==> config.mk <==
export PLATFORM = sky130hd
export DESIGN_NAME = vga_fb_arbiter
export DESIGN_NICKNAME = d
export VERILOG_FILES = /design/src/rtl/vga_pkg.sv /design/src/rtl/vga_pix_fifo.sv /design/src/rtl/vga_fb_arbiter.sv
export SDC_FILE = /design/constraint.sdc
export NUM_CORES = 1
export LEC_CHECK = 0
export ABC_AREA = 1
export CORE_ASPECT_RATIO = 0.75
export CORE_MARGIN = 4
export CORE_UTILIZATION = 40
export CTS_CLUSTER_SIZE = 28
export DETAILED_ROUTE_END_ITERATION = 16
export PLACE_DENSITY = 0.68
export SLEW_MARGIN = 15
export SYNTH_ARGS = -nofsm -noshare
export SYNTH_HDL_FRONTEND = slang
export SYNTH_HIERARCHICAL = 1
export SYNTH_SLANG_ARGS = --single-unit
==> constraint.sdc <==
create_clock -name i_clk -period 2.6 [get_ports i_clk]
set_input_delay 0.52 -clock i_clk [delete_from_list [all_inputs] [get_ports i_clk]]
set_output_delay 0.52 -clock i_clk [all_outputs]
set_load 0.01 [all_outputs]
==> src/rtl/vga_pkg.sv <==
// Shared types and default geometry for the VGA framebuffer arbiter.
package vga_pkg;

   localparam int C_H_RES      = 640;
   localparam int C_V_RES      = 480;
   localparam int C_PIX_W      = 12;
   localparam int C_ADDR_W     = 19;
   localparam int C_FIFO_DEPTH = 8;
   localparam int C_LOW_WM     = 4;

   localparam int C_FRAME_PIXELS = C_H_RES * C_V_RES;

   typedef logic [C_PIX_W-1:0] pixel_t;

   typedef enum logic [1:0] {
      S_IDLE = 2'd0,
      S_RUN  = 2'd1,
      S_DONE = 2'd2
   } arb_state_t;

endpackage

==> src/rtl/vga_pix_fifo.sv <==
// First-word fall-through pixel FIFO with flush; an incoming word is visible
// on the output in the cycle it is pushed into an empty FIFO.
module vga_pix_fifo #(
   parameter int G_W     = 12,
   parameter int G_DEPTH = 8,
   localparam int L_AW   = $clog2(G_DEPTH)
) (
   input  logic           i_clk,
   input  logic           i_rst,
   input  logic           i_flush,
   input  logic           i_push,
   input  logic [G_W-1:0] i_data,
   input  logic           i_pop,
   output logic [G_W-1:0] o_data,
   output logic           o_valid,
   output logic [L_AW:0]  o_count
);

   logic [G_W-1:0]  mem_q [G_DEPTH];
   logic [L_AW-1:0] wr_ptr_q;
   logic [L_AW-1:0] rd_ptr_q;
   logic [L_AW:0]   count_q;
   logic [L_AW:0]   count_d;
   logic            empty;
   logic            do_wr;
   logic            do_rd;

   assign empty   = (count_q == '0);
   assign o_valid = !empty || i_push;
   assign o_data  = !empty ? mem_q[rd_ptr_q] : (i_push ? i_data : '0);
   assign o_count = count_q;

   // A push and pop on an empty FIFO hand the word straight through.
   assign do_wr   = i_push && !(empty && i_pop);
   assign do_rd   = i_pop && !empty;
   assign count_d = count_q + (L_AW+1)'(do_wr) - (L_AW+1)'(do_rd);

   always_ff @(posedge i_clk) begin
      if (do_wr) mem_q[wr_ptr_q] <= i_data;
   end

   always_ff @(posedge i_clk or posedge i_rst) begin
      if (i_rst) begin
         wr_ptr_q <= '0;
         rd_ptr_q <= '0;
         count_q  <= '0;
      end else if (i_flush) begin
         wr_ptr_q <= '0;
         rd_ptr_q <= '0;
         count_q  <= '0;
      end else begin
         if (do_wr) wr_ptr_q <= wr_ptr_q + 1'b1;
         if (do_rd) rd_ptr_q <= rd_ptr_q + 1'b1;
         count_q <= count_d;
      end
   end

endmodule

==> src/rtl/vga_fb_arbiter.sv <==
// Single-port framebuffer arbiter: display prefetch vs. pixel writer.
// Optional statistics counters are enabled with the VGA_ARB_STATS_EN macro.
module vga_fb_arbiter
   import vga_pkg::*;
#(
   parameter int G_H_RES      = C_H_RES,
   parameter int G_V_RES      = C_V_RES,
   parameter int G_PIX_W      = C_PIX_W,
   parameter int G_ADDR_W     = C_ADDR_W,
   parameter int G_FIFO_DEPTH = C_FIFO_DEPTH,
   parameter int G_LOW_WM     = C_LOW_WM
) (
   input  logic                i_clk,
   input  logic                i_rst,
   input  logic                i_frame_start,
   input  logic                i_pix_req,
   output logic [G_PIX_W-1:0]  o_pix,
   output logic                o_pix_valid,
   output logic                o_underflow,
   // Writer handshake: a write transfers in any cycle where i_wr_valid and
   // o_wr_ready are both high; o_wr_ready never looks at i_wr_valid.
   input  logic                i_wr_valid,
   output logic                o_wr_ready,
   input  logic [G_ADDR_W-1:0] i_wr_addr,
   input  logic [G_PIX_W-1:0]  i_wr_data,
   output logic                o_mem_en,
   output logic                o_mem_we,
   output logic [G_ADDR_W-1:0] o_mem_addr,
   output logic [G_PIX_W-1:0]  o_mem_wdata,
   input  logic [G_PIX_W-1:0]  i_mem_rdata,
   output arb_state_t          o_state
`ifdef VGA_ARB_STATS_EN
   ,
   output logic [15:0]         o_underflow_cnt,
   output logic [15:0]         o_wr_stall_cnt
`endif
);

   localparam int L_FRAME = G_H_RES * G_V_RES;
   localparam int L_CW    = $clog2(G_FIFO_DEPTH) + 1;
   localparam logic [G_ADDR_W-1:0] L_LAST = G_ADDR_W'(L_FRAME - 1);

   arb_state_t          state_q;
   logic [G_ADDR_W-1:0] fetch_addr_q;
   logic [1:0]          rd_pipe_q;
   logic                mem_en_q;
   logic                mem_we_q;
   logic [G_ADDR_W-1:0] mem_addr_q;
   logic [G_PIX_W-1:0]  mem_wdata_q;
   logic                underflow_q;

   logic [L_CW-1:0]     fifo_count;
   logic                fifo_valid;
   logic [L_CW:0]       occupancy;
   logic                wr_ready;
   logic                wr_hs;
   logic                wr_in_frame;
   logic                wr_issue;
   logic                rd_grant;
   logic                underflow_ev;

   // Reads in the command register and in the RAM count as already owned.
   assign occupancy = {1'b0, fifo_count} + (L_CW+1)'(rd_pipe_q[0]) + (L_CW+1)'(rd_pipe_q[1]);

   always_comb begin
      wr_ready = 1'b0;
      if (!i_rst) begin
         if (state_q == S_RUN) wr_ready = (occupancy >= (L_CW+1)'(G_LOW_WM));
         else                  wr_ready = 1'b1;
      end
   end

   assign wr_hs        = i_wr_valid && wr_ready;
   assign wr_in_frame  = ({1'b0, i_wr_addr} < (G_ADDR_W+1)'(L_FRAME));
   assign wr_issue     = wr_hs && wr_in_frame;
   assign rd_grant     = (state_q == S_RUN) && !wr_hs && !i_frame_start &&
                         (occupancy < (L_CW+1)'(G_FIFO_DEPTH));
   assign underflow_ev = i_pix_req && !fifo_valid && !i_frame_start;

   vga_pix_fifo #(
      .G_W     (G_PIX_W),
      .G_DEPTH (G_FIFO_DEPTH)
   ) u_fifo (
      .i_clk   (i_clk),
      .i_rst   (i_rst),
      .i_flush (i_frame_start),
      .i_push  (rd_pipe_q[1] && !i_frame_start),
      .i_data  (i_mem_rdata),
      .i_pop   (i_pix_req && !i_frame_start),
      .o_data  (o_pix),
      .o_valid (fifo_valid),
      .o_count (fifo_count)
   );

   always_ff @(posedge i_clk or posedge i_rst) begin
      if (i_rst) begin
         state_q      <= S_IDLE;
         fetch_addr_q <= '0;
         rd_pipe_q    <= '0;
         mem_en_q     <= 1'b0;
         mem_we_q     <= 1'b0;
         mem_addr_q   <= '0;
         mem_wdata_q  <= '0;
         underflow_q  <= 1'b0;
      end else begin
         mem_en_q <= wr_issue || rd_grant;
         mem_we_q <= wr_issue;
         if (wr_issue) begin
            mem_addr_q  <= i_wr_addr;
            mem_wdata_q <= i_wr_data;
         end else if (rd_grant) begin
            mem_addr_q  <= fetch_addr_q;
         end
         // A frame restart drops every read still travelling through the RAM.
         rd_pipe_q <= i_frame_start ? 2'b00 : {rd_pipe_q[0], rd_grant};
         if (i_frame_start)     underflow_q <= 1'b0;
         else if (underflow_ev) underflow_q <= 1'b1;
         if (i_frame_start) begin
            state_q      <= S_RUN;
            fetch_addr_q <= '0;
         end else if (rd_grant) begin
            fetch_addr_q <= fetch_addr_q + 1'b1;
            if (fetch_addr_q == L_LAST) state_q <= S_DONE;
         end
      end
   end

   assign o_pix_valid = fifo_valid;
   assign o_underflow = underflow_q;
   assign o_wr_ready  = wr_ready;
   assign o_mem_en    = mem_en_q;
   assign o_mem_we    = mem_we_q;
   assign o_mem_addr  = mem_addr_q;
   assign o_mem_wdata = mem_wdata_q;
   assign o_state     = state_q;

`ifdef VGA_ARB_STATS_EN
   logic [15:0] uf_cnt_q;
   logic [15:0] stall_cnt_q;

   always_ff @(posedge i_clk or posedge i_rst) begin
      if (i_rst) begin
         uf_cnt_q    <= '0;
         stall_cnt_q <= '0;
      end else if (i_frame_start) begin
         uf_cnt_q    <= '0;
         stall_cnt_q <= '0;
      end else begin
         if (underflow_ev && (uf_cnt_q != 16'hFFFF))             uf_cnt_q    <= uf_cnt_q + 1'b1;
         if (i_wr_valid && !wr_ready && (stall_cnt_q != 16'hFFFF)) stall_cnt_q <= stall_cnt_q + 1'b1;
      end
   end

   assign o_underflow_cnt = uf_cnt_q;
   assign o_wr_stall_cnt  = stall_cnt_q;
`endif

endmodule

==> results of run 1 <==
[through the flow]
stage / cells / utilization (%) / setup slack (ns) / hold slack (ns)
CTS: 1272 / 53.0 / -0.0408 / 0.480
finish: 1273 / 53.0 / 0.0951 / 0.474
global route: 1273 / 53.0 / -0.0122 / 0.505
detailed placement: 1235 / 49.5 / -0.0389 / 0.467
global placement: 1235 / 49.5 / -0.0165 / 0.462
floorplan: 880 / - / 0.328 / 0.360
[sequential cells by signal, indices dropped and copies added, names as in the netlist]
name             flops
o_mem_en             1
u_fifo/wr_ptr_q      3
o_underflow          1
u_fifo/mem_q        96
o_mem_addr          19
u_fifo/o_count       4
o_mem_we             1
fetch_addr_q        19
u_fifo/rd_ptr_q      3
o_state              2
rd_pipe_q            2
o_mem_wdata         12
[metal layers]
metal	vias to the layer above	global-route usage [%]	routed length, um
met5	-	0	0
met3	18	4.98	1500
met1	2930	26.2	9120
met4	0	5.30	181
li1	3062	-	-
met2	207	26.5	8360
[placed cells by master (no fill, tap or decap), types with 9 or more instances in the layout]
master / count
buf_4: 40
nand3_1: 139
inv_1: 121
xor2_1: 12
nand2_1: 296
clkbuf_16: 17
buf_12: 9
dfrtp_1: 66
clkdlybuf4s50_1: 83
inv_8: 10
edfxtp_1: 96
dlygate4sd2_1: 13
nor2_1: 41
[cell families after synthesis]
logic type	Yosys count	synth area share, %
buf+inv	166	8.83
fa+ha+maj	11	1.96
flops	163	58.5
compound gates	18	1.28
simple gates	507	27.7
xor+xnor	15	1.69
[worst max-delay path, cell delays in order, from the launching register on]
cell and delay, ns:
dfrtp_1 0.36, inv_2 0.05, fa_2 0.38, inv_2 0.09, ha_4 0.15, inv_2 0.03
nand2_2 0.05, nand2_2 0.05, nor2_2 0.08, nand3_2 0.08, nand2_1 0.07, inv_1 0.03
buf_2 0.12
[power by group through the flow]
| stage | clock network [mW] | logic (mW) | registers (mW) |
|---|---|---|---|
| 2_1_floorplan | 0 | 1.09 | 3.25 |
| 3_5_place_dp | 0 | 2.28 | 3.19 |
| 5_1_grt | 2.64 | 2.58 | 3.18 |
| 3_3_place_gp | 0 | 2.26 | 3.19 |
| 6_report | 2.48 | 2.33 | 3.15 |
| 4_1_cts | 2.52 | 2.33 | 3.14 |
[synth_stat cells, types with 3 or more instances]
| library cell | instances | share of area, % |
|---|---|---|
| nand2_1 | 298 | 14 |
| ha_1 | 9 | 1.4 |
| nand3_1 | 139 | 8.9 |
| o22ai_1 | 3 | 0.24 |
| inv_2 | 6 | 0.29 |
| clkbuf_1 | 5 | 0.24 |
| o21ai_1 | 8 | 0.51 |
| inv_1 | 126 | 6.1 |
| nand4_1 | 7 | 0.56 |
| o21ai_0 | 4 | 0.26 |
| nand2_2 | 5 | 0.40 |
| nor3_1 | 6 | 0.39 |
| nor2_1 | 43 | 2.1 |
| edfxtp_1 | 96 | 37 |
| buf_4 | 7 | 0.67 |
| buf_2 | 19 | 1.2 |
| dfrtp_1 | 67 | 22 |
| xnor2_1 | 3 | 0.34 |
| xor2_1 | 12 | 1.3 |
[layout make-up]
type / instances / area, um2
fillers: 1692 / 8850
flip-flops and latches: 163 / 4560
multi-input cells: 551 / 2580
repair buffers: 147 / 1440
inverters: 132 / 505
clock buffers: 17 / 425
well taps: 247 / 309
clock inverters: 15 / 154
repair inverters: 1 / 7.51
[timing repair]
| action | CTS | global route |
|---|---|---|
| pin swaps | 3 | 4 |
| gates cloned | 1 | 0 |
| setup buffers | 4 | 1 |
| endpoints found under the setup margin | 14 | 1 |
| gates resized for setup | 30 | 7 |
[final timing paths]
| check | slack, ns | end |
|---|---|---|
| worst min-delay path | 0.47 | u_fifo/rd_ptr_q[2] |
| worst min register to register | 0.48 | o_mem_wdata[8] |
| min in group i_clk | 0.48 | o_mem_wdata[8] |
| max in group asynchronous | 1.55 | o_mem_wdata[8] |
| worst max-delay path | 0.1 | o_wr_ready |
| worst max register to register | 0.29 | u_fifo/o_count[2] |
==> impl_metrics.py, run 1 <==
metrics = {
    "synth": {
        "syn_area_um2": 7790,
        "avgSynthCellArea_um2": 8.86,
        "yosysWarnings": 6,
        "synth_cell_type_count": 33,
        "synth_edf_count": 96,
        "syn_nets": 939,
        "ys_ff_latch": 163,
        "seq_area_frac_synth_pct": 58.5,
        "postSynthCellCount": 880,
        "async_reset_ff_share_pct": 41.1,
        "ys.flop_type": "edfxtp_1",
    },
    "sta": {
        "setup_viol": 0,
        "fin_setup_tns_ns": 0,
        "hold_viol_final": 0,
        "slew_violations": 0,
        "rsz0062_at_grt": "true",
        "slew_headroom_pct": 65.5,
        "fmax_mhz": 399,
        "skew_ns": 0.00799,
        "worst_slew_pin_slew_ns": 0.517,
        "period_share_pct": 96.3,
        "fin_crit_ns": 2.50,
    },
    "power_and_ir_drop": {
        "seq_power_share_pct": 39.6,
        "power_density_nw_per_um2": 797,
        "p_clk_share_pct": 31.1,
        "pwr-share-comb_pct": 29.3,
        "switching_share_pct": 33.4,
        "internal_power_mw": 5.30,
        "p_leak_nw": 4.58,
        "switchingPower_mw": 2.66,
        "max-vdd-ir-drop_mv": 0.438,
        "p_total_mw": 7.95,
    },
    "layout": {
        "nets": 1072,
        "drive_gt1_share_pct": 11.3,
        "final_cell_area_um2": 9980,
        "n_antenna_cell": 0,
        "syn2layout_area_growth_pct": 28.1,
    },
    "clocking": {
        "cts_max_path_buffers": 2,
        "clk_pin_slew_ns": 0.07,
        "cts_buffers": 17,
        "cts_root_buf": "clkbuf_16",
        "insertion_delay_ns": 0.43,
        "hold_buffers": 0,
        "htreeDepth": 4,
        "cts_tree": "yes",
        "clock-sinks": 163,
    },
    "detailed_routing": {
        "via_count": 6217,
        "antenna_left": 0,
        "post-route-drc-count": 0,
        "first_iter_violations": 499,
        "drt_pass1_iterations": 6,
        "drt-vias-per-instance": 4.88,
        "wire_per_inst_um": 15.0,
        "wirelength_mm": 19.2,
    },
    "setup_path": {
        "arrival_ns": 1.98,
        "crit_path_max_fanout": 3,
        "r2r_cells": 12,
        "criticalPathCategory": "reg2out",
        "startpoint": "u_fifo/o_count[0]",
        "timing.rr.start": "u_fifo/o_count[2]",
        "start_kind": "flop",
        "cp-end-kind": "primary output",
        "worstPathRequired_ns": 2.08,
    },
    "placed_design": {
        "hpwl_mm": 12.7,
        "dpl_cell_area_um2": 9320,
        "portBuffers": 97,
        "place.gp.congestion": 0.890,
    },
    "floorplan": {
        "die_height_um": 129,
        "floorplan.initialDensity_pct": 41.4,
        "io_pins": 98,
        "core_um2": 18800,
        "fp.dieArea_um2": 21800,
        "die_x_um": 169,
        "rows": 43,
    },
    "status": {
        "outcome": "finished clean",
    },
    "global_routing": {
        "grt_first_pass_wirelength_mm": 30.8,
        "grt_pass1_vias": 5924,
        "antenna_found_initial": 0,
        "gr-total-overflow": 0,
        "grt_max_degree": 50,
        "grt_util_all_layers_pct": 18.0,
    },
    "hold_path": {
        "min_path_type": "in2async",
    },
    "flow_run": {
        "cap_violations": 0,
    },
}
Power figures use the tool's default switching activity.
==> inputs of run 2 (changes only) <==
Settings changed: ABC_CLOCK_PERIOD_IN_PS set to 2600.
==> results of run 2 <==
Final layout, timing and power as in run 1 (identical DEF).
==> inputs of run 3 (changes only) <==
Settings changed: CORE_UTILIZATION 40 to 50, PLACE_DENSITY 0.68 to 0.8.
==> run 3 against run 2 <==
The run now ends with negative setup slack left. Final area rose by 0.14%. Power is 4.1% higher. Sequential power hardly changed. Sequential share of layout area down 0.063 points. Critical path depth stayed put. Fmax is 4.1% lower. Global-route usage is 5.1 points higher. Die area fell by 19%. Via count rose by 2.0%. Clock-buffer cell count stayed put. Register-to-register slack about the same. Largest power group unchanged. Highest routed layer unchanged.
==> impl_metrics.py, run 3 (synthesis gave the netlist of run 1 again) <==
metrics = {
    "detailed_routing": {
        "post-route-drc-count": 0,
        "drt_pass1_iterations": 6,
        "drt-vias-per-instance": 5.15,
        "wire_per_inst_um": 16.1,
        "wirelength_mm": 19.9,
        "via_count": 6344,
        "antenna_left": 0,
        "first_iter_violations": 624,
    },
    "setup_path": {
        "critPathMostFrequentCell": "nand2_1",
        "crit_buf_inv": 5,
        "r2r_cells": 14,
        "max_stage_delay_ns": 0.38,
        "crit_path_max_fanout": 3,
        "worstPathRequired_ns": 2.08,
        "rrSetupSlack_ns": 0.30,
        "cp-end-kind": "primary output",
        "cp_slowest_cell": "fa_2",
        "start_kind": "flop",
        "reg2reg_to": "o_mem_addr[17]",
        "crit_family": "adder cells",
        "arrival_ns": 2.09,
        "criticalPathCategory": "reg2out",
        "timing.rr.start": "rd_pipe_q[0]",
        "path_cells": "inv_2, fa_2, inv_2, ha_4, inv_1, nand2_1, nand2_1, nor2_2, nand3_2, nand2_1, inv_1, dlygate4sd2_1",
    },
    "global_routing": {
        "grt_max_degree": 40,
        "grt_util_all_layers_pct": 23.1,
        "grt_pass1_vias": 6311,
        "gr-total-overflow": 0,
        "antenna_found_initial": 0,
        "grt_first_pass_wirelength_mm": 32.2,
    },
    "floorplan": {
        "core_um2": 15300,
        "fp.dieArea_um2": 17700,
        "io_pins": 98,
        "die_x_um": 152,
        "floorplan.initialDensity_pct": 51.0,
        "rows": 39,
        "die_height_um": 116,
    },
    "sta": {
        "worst_slew_pin_slew_ns": 0.487,
        "hold_viol_final": 0,
        "slew_headroom_pct": 67.5,
        "period_share_pct": 100,
        "slew_violations": 0,
        "final.setup.worst_slack_ns": -0.0106,
        "rsz0062_at_grt": "true",
        "skew_ns": 0.0113,
        "fin_setup_tns_ns": -0.0106,
        "fin_crit_ns": 2.61,
        "setup_viol": 1,
        "fmax_mhz": 383,
    },
    "clocking": {
        "htreeDepth": 4,
        "cts_buffers": 17,
        "insertion_delay_ns": 0.43,
        "clock-sinks": 163,
        "clk_pin_slew_ns": 0.07,
        "cts_max_path_buffers": 2,
        "cts_root_buf": "clkbuf_16",
        "cts_tree": "yes",
        "hold_buffers": 0,
    },
    "status": {
        "outcome": "complete, but fails checks",
        "violations": "negative setup slack",
    },
    "layout": {
        "final_common_cell": "nand2_1",
        "final_cell_area_um2": 9990,
        "utilization_pct": 65.4,
        "largest_register": "u_fifo/mem_q",
        "drive_gt1_share_pct": 11.2,
        "register_area_um2": 4560,
        "syn2layout_area_growth_pct": 28.3,
        "multi_input_area_um2": 2590,
        "n_antenna_cell": 0,
        "largest_register_ffs": 96,
        "layout_common_cells": "nand2_1, nand3_1, inv_1",
        "nets": 1072,
        "fillers": 1156,
    },
    "hold_path": {
        "min_path_type": "in2async",
    },
    "placed_design": {
        "place.gp.congestion": 0.904,
        "portBuffers": 97,
        "hpwl_mm": 12.9,
        "dpl_cell_area_um2": 9220,
    },
    "power_and_ir_drop": {
        "p_leak_nw": 4.64,
        "p_clk_share_pct": 32.3,
        "switching_share_pct": 31.0,
        "p_total_mw": 8.28,
        "power_density_nw_per_um2": 828,
        "seq_power_share_pct": 38.2,
        "pwr-share-comb_pct": 29.6,
        "max-vdd-ir-drop_mv": 0.533,
        "internal_power_mw": 5.71,
        "switchingPower_mw": 2.57,
    },
    "flow_run": {
        "cap_violations": 0,
    },
}
[run 3: cell type report]
cell class,count,area share (%)
clock buffer,17,4.26
inverter,132,5.06
tap,205,2.57
clock inverter,15,2.04
timing repair buffer,148,14.5
multi-input combinational,551,25.9
sequential,163,45.6
[run 3: stage by stage]
stage                     setup WS, ns  std cells  hold slack [ns]
after detailed placement       -0.0208       1191            0.464
after global placement         0.00487       1191            0.464
after CTS                       -0.101       1228            0.344
after global routing            -0.147       1231            0.358
after floorplan                  0.328        880            0.360
final                          -0.0106       1231            0.356
[run 3: worst max-delay path by stage]
stage                 startpoint          to  depth (start not counted)  slack [ns]
2_1_floorplan              i_rst  o_state[0]                          8        0.33
3_3_place_gp       i_frame_start    o_pix[2]                          7       0.005
3_5_place_dp       i_frame_start    o_pix[5]                          7       -0.02
4_1_cts        u_fifo/o_count[0]  o_wr_ready                         12       -0.10
5_1_grt             rd_pipe_q[0]  o_wr_ready                         12       -0.15
6_report            rd_pipe_q[0]  o_wr_ready                         12       -0.01
[run 3: power by group through the flow]
stage / clock (mW) / sequential (mW) / combinational, mW
2_1_floorplan: 0 / 3.25 / 1.09
3_3_place_gp: 0 / 3.19 / 2.23
3_5_place_dp: 0 / 3.19 / 2.28
4_1_cts: 2.69 / 3.15 / 2.40
5_1_grt: 2.82 / 3.19 / 2.68
6_report: 2.67 / 3.16 / 2.45
[run 3: what timing repair did]
item	in CTS	in global routing
setup buffers	5	3
endpoints found under the hold margin	0	0
endpoints found under the setup margin	14	5
cloned	0	0
resized for setup	27	14
[run 3: per-layer routing]
metal  share of wire (%)  global-route usage (%)  up-vias
met3                  11                    7.74       30
met4                 1.5                    7.25        0
met1                  42                    31.1     2955
li1                    -                       -     3056
met5                   0                       0        -
met2                  46                    36.2      303
[run 3: worst reg2reg max path: stages, from the launching register on]
cell and delay, ns:
dfrtp_1 0.34, inv_2 0.05, fa_2 0.38, inv_2 0.08
buf_4 0.11, nand3_1 0.05, nand2_1 0.06, nand2_1 0.08
nand3_2 0.08, buf_4 0.12, nand4_2 0.28, nand2_2 0.32
inv_2 0.12, nand2_1 0.08, nand2_1 0.05
